===== config.mk =====
export PLATFORM = sky130hd
export DESIGN_NAME = dmux8_1to4b
export DESIGN_NICKNAME = d
export VERILOG_FILES = /design/src/rtl/dmux8_1to4b_pkg.sv /design/src/rtl/dmux8_1to4b_lane_reg.sv /design/src/rtl/dmux8_1to4b.sv
export SDC_FILE = /design/constraint.sdc
export NUM_CORES = 1
export LEC_CHECK = 0
export CAP_MARGIN = 10
export CORE_MARGIN = 2
export CORE_UTILIZATION = 30
export DETAILED_ROUTE_END_ITERATION = 8
export GPL_TIMING_DRIVEN = 0
export HOLD_SLACK_MARGIN = 0.12
export PLACE_DENSITY = 0.56
export SYNTH_ARGS = -nofsm -noshare
export SYNTH_HDL_FRONTEND = slang
export SYNTH_SLANG_ARGS = --single-unit
export TNS_END_PERCENT = 30

===== constraint.sdc =====
create_clock -name clk -period 0.8 [get_ports clk]
set_input_delay 0.16 -clock clk [delete_from_list [all_inputs] [get_ports clk]]
set_output_delay 0.16 -clock clk [all_outputs]
set_load 0.01 [all_outputs]

===== src/rtl/dmux8_1to4b_pkg.sv =====
// dmux8_pkg -- shared types and constants for the dmux8_1to4b routing stage.
//
// Contents:
//   DMUX8_WIDTH  default lane data width (8)
//   lane_sel_t   2-bit lane select code: LANE_W=0, LANE_X=1, LANE_Y=2, LANE_Z=3
//   lane_data_t  one lane's data word
package dmux8_pkg;

  localparam int DMUX8_WIDTH = 8;

  typedef enum logic [1:0] {
    LANE_W = 2'd0,
    LANE_X = 2'd1,
    LANE_Y = 2'd2,
    LANE_Z = 2'd3
  } lane_sel_t;

  typedef logic [DMUX8_WIDTH-1:0] lane_data_t;

endpackage


===== src/rtl/dmux8_1to4b_lane_reg.sv =====
// dmux8_lane_reg -- one output lane of the 1-to-4 demux: data register plus
// a single-cycle valid strobe.
//
// Ports:
//   clk    in   rising-edge clock
//   rst_n  in   asynchronous active-low reset, clears data and valid
//   load   in   capture data this edge and raise valid for one cycle
//   clear  in   lane not selected this edge: zero the data register
//   data   in   WIDTH-bit word to capture
//   q      out  registered lane data
//   vld    out  registered valid strobe
//
// Build option:
//   DMUX8_HOLD_EN  when defined, clear is ignored for data: an unloaded lane
//                  keeps its previous word. vld is a one-cycle strobe either way.
module dmux8_lane_reg #(
  parameter int WIDTH = 8
) (
  input  logic             clk,
  input  logic             rst_n,
  input  logic             load,
  input  logic             clear,
  input  logic [WIDTH-1:0] data,
  output logic [WIDTH-1:0] q,
  output logic             vld
);

  logic [WIDTH-1:0] q_reg;
  logic             vld_reg;

  always_ff @(posedge clk or negedge rst_n) begin
    if (!rst_n) begin
      q_reg   <= '0;
      vld_reg <= 1'b0;
    end else begin
      // Valid only marks the edge the lane was actually written.
      vld_reg <= load;
      if (load) begin
        q_reg <= data;
      end
`ifndef DMUX8_HOLD_EN
      else if (clear) begin
        q_reg <= '0;
      end
`endif
    end
  end

`ifdef DMUX8_HOLD_EN
  // Data holds regardless of clear in this build.
  logic unused_clear;
  assign unused_clear = clear;
`endif

  assign q   = q_reg;
  assign vld = vld_reg;

endmodule


===== src/rtl/dmux8_1to4b.sv =====
// dmux8_1to4b -- registered 1-to-4 demultiplexer for an 8-bit data word.
// Routes A to the lane chosen by Sel one cycle after the sampling edge; the
// other lanes are cleared (or held, see below) and vld is one-hot on the
// loaded lane. No combinational path from inputs to outputs.
//
// Ports:
//   clk    in   rising-edge clock
//   rst_n  in   asynchronous active-low reset, clears all lanes and vld
//   en     in   transfer enable; A/Sel sampled only when en=1
//   A      in   WIDTH-bit data word
//   Sel    in   lane select: 00=W 01=X 10=Y 11=Z
//   W,X,Y,Z out lane 0..3 data
//   vld    out  per-lane valid, bit0=W .. bit3=Z
//
// Build option:
//   DMUX8_HOLD_EN  unselected / idle lanes hold their data instead of clearing.
module dmux8_1to4b
  import dmux8_pkg::*;
#(
  parameter int WIDTH = DMUX8_WIDTH
) (
  input  logic             clk,
  input  logic             rst_n,
  input  logic             en,
  input  logic [WIDTH-1:0] A,
  input  logic [1:0]       Sel,
  output logic [WIDTH-1:0] W,
  output logic [WIDTH-1:0] X,
  output logic [WIDTH-1:0] Y,
  output logic [WIDTH-1:0] Z,
  output logic [3:0]       vld
);

  lane_sel_t        sel_code;
  logic [3:0]       load_vec;
  logic [WIDTH-1:0] lane_q [4];

  assign sel_code = lane_sel_t'(Sel);

  genvar gi;
  generate
    for (gi = 0; gi < 4; gi++) begin : g_lane
      // Exactly one load strobe when enabled, none when idle.
      assign load_vec[gi] = en && (sel_code == lane_sel_t'(gi));

      dmux8_lane_reg #(
        .WIDTH (WIDTH)
      ) u_lane (
        .clk   (clk),
        .rst_n (rst_n),
        .load  (load_vec[gi]),
        .clear (~load_vec[gi]),
        .data  (A),
        .q     (lane_q[gi]),
        .vld   (vld[gi])
      );
    end
  endgenerate

  assign W = lane_q[LANE_W];
  assign X = lane_q[LANE_X];
  assign Y = lane_q[LANE_Y];
  assign Z = lane_q[LANE_Z];

`ifndef SYNTHESIS
  // An unknown select during a transfer has no defined routing.
  sel_known_a: assert property (@(posedge clk) disable iff (!rst_n) en |-> !$isunknown(Sel));
`endif

endmodule


==> flow_summary.yaml <==
finish:
  drive_gt1_share_pct: 45.3
  layout_commonest_cell: "buf_2"
  utilization_pct: 41.6
  fillers: 432
  layout_common_cells: "buf_2 (37), dfrtp_1 (36), and4b_1 (16)"
  n_antenna_cell: 0
  fin_nets: 149
  areaGrowthSynthToFinish_pct: 33.9
  largest_reg_flops: 32
global_route:
  antenna_found_initial: 0
  first_global_vias: 968
  grt_pass1_wl_microns: 4970
  grt_usage_pct: 12.9
  grt_max_degree: 37
  overflow: 0
detailed_routing:
  drc_errors: 0
  wl_microns: 2910
  first_iter_violations: 18
  first_pass_iters: 4
  ant_nets: 0
  vias: 872
  via_per_inst: 4.61
  post_drt_wl_per_cell_microns: 15.4
timing:
  tightest_slew_ns: 0.764
  slew_viol_final: 0
  finalHoldViolCount: 36
  fmax_ghz: 1.03
  post-route-min-period_ns: 0.969
  rsz0062_at_grt: "yes"
  setup_slack_ns: -0.169
  relSlewSlack_pct: 49.0
  holdWs_ns: -0.0547
  period_share_pct: 121
  finalSetupViolCount: 36
synthesis:
  synth_nets: 98
  syn_area_per_cell_sq_um: 15.8
  syn_area_sq_mm: 0.00134
  synth_top_area_cell: "dfrtp_1"
  synth.top_cell.area_share_pct: 67.1
  synth_top_cells_by_area: "dfrtp_1 (67%), and4b_1 (12%), and4bb_2 (7.5%)"
  ys_seq_area_share_pct: 67.1
  ys_seq_elements: 36
  synthDistinctLibCells: 10
  synthCells: 85
  yosysWarnings: 0
cts:
  cts_buffers: 5
  clock_path_buffers: 2
  clock_sinks: 36
  root_buffer: "clkbuf_8"
  cts.clk_slew.worst_paths_ns: 0.07
  cts_max_level: 2
  cts_tree: "built"
job:
  cap_violations: 0
critical_path:
  cp-endpoint: "W[7]"
  path_buf_inv: 1
  cp_slowest_stage_delay_ns: 0.40
  crit_chain: "buf_6"
  crit_required_ns: 0.64
  worstPathMaxFanout: 1
  crit_family: "flip-flops"
  criticalPathCategory: "flop to output port"
  setup.worst_path.start: "g_lane[0].u_lane.q[7]"
  setup.worst_path.end_class: "output port"
  cp_num_cells: 1
  crit_slowest_cell: "dfrtp_1"
  cp-start-kind: "flop"
  cp.arrival_ns: 0.81
floorplan:
  die_w_microns: 70.9
  die_h_microns: 70.9
  rows: 24
  placeableCoreArea_sq_mm: 0.00432
  dieArea_sq_mm: 0.00503
  initial_utilization_pct: 31.0
  boundaryPins: 49
power_and_ir_drop:
  p_per_area_mw_per_mm2: 1960
  vdd_ir_drop_max_mv: 0.877
  leakage_nw: 1.00
place:
  dp_slack_ns: -0.577
  io_buffers: 48
  dpl.hpwl_microns: 2000
  finalWeightedCongestion: 0.724
min_path:
  worstHoldPathType: "primary input to asynchronous set/reset pin"
status:
  status: "complete, but fails checks"
  failed_checks: "hold timing, setup timing"
## report_power, final
| group | internal (mW) | total [mW] | switching, mW |
|---|---|---|---|
| registers | 1.87 | 1.88 | 0.0152 |
| clock network | 0.702 | 1.31 | 0.603 |
| logic | 0.155 | 0.332 | 0.177 |
## cell families after synthesis
group	Yosys count	synth area share, %
flops	36	67.1
simple gates	36	27.3
buf+inv	13	5.59
## cells in the mapped netlist (all sizes together)
master  count
dfrtp      36
clkbuf      2
and3        1
and4        8
nor3b       1
and4b      16
and3b       2
buf        11
and4bb      8
## stage by stage
step	instances	total power [mW]	setup TNS [ns]	area, sq um
finish	189	3.52	-5.00	1800
floorplan	85	2.06	0	1340
global placement	185	2.30	-65.50	1890
CTS	189	3.54	-5.28	1790
detailed placement	185	2.30	-25.82	1880
global route	189	3.66	-5.99	1800
## worst min-delay path by stage
stage / start / end / slack (ns) / cells past startpoint
after global routing: rst_n / g_lane[0].u_lane.q[5] / 0.01 / 1
after detailed placement: rst_n / g_lane[0].u_lane.q[6] / 0.29 / 1
after CTS: rst_n / g_lane[0].u_lane.q[6] / -0.02 / 1
after global placement: A[0] / g_lane[3].u_lane.q[0] / 0.84 / 2
final: rst_n / g_lane[0].u_lane.q[5] / -0.05 / 1
after floorplan: rst_n / g_lane[0].u_lane.q[0] / -0.14 / 0
## layout make-up
class	instances	area [sq um]	share of cell area [%]
Buffer	9	55.1	3.06
Multi-Input combinational cell	36	367	20.4
Tap cell	52	65.1	3.62
Clock buffer	8	90.1	5.01
Timing Repair Buffer	48	320	17.8
Sequential cell	36	901	50.1
## metal layers
layer / up-vias / global-route usage (%) / part of all wire [%]
li1: 415 / - / -
met1: 422 / 17.5 / 45
met2: 27 / 19.3 / 47
met3: 8 / 3.42 / 5.5
met4: 0 / 6.29 / 2.3
met5: - / 0 / 0
## what timing repair did
item                                    4_1_cts  5_1_grt
endpoints found under the setup margin       72       48
hold endpoints to repair                     36       36
resized for setup                           155        4
buffers inserted                              0        0
Power figures use the tool's default switching activity.
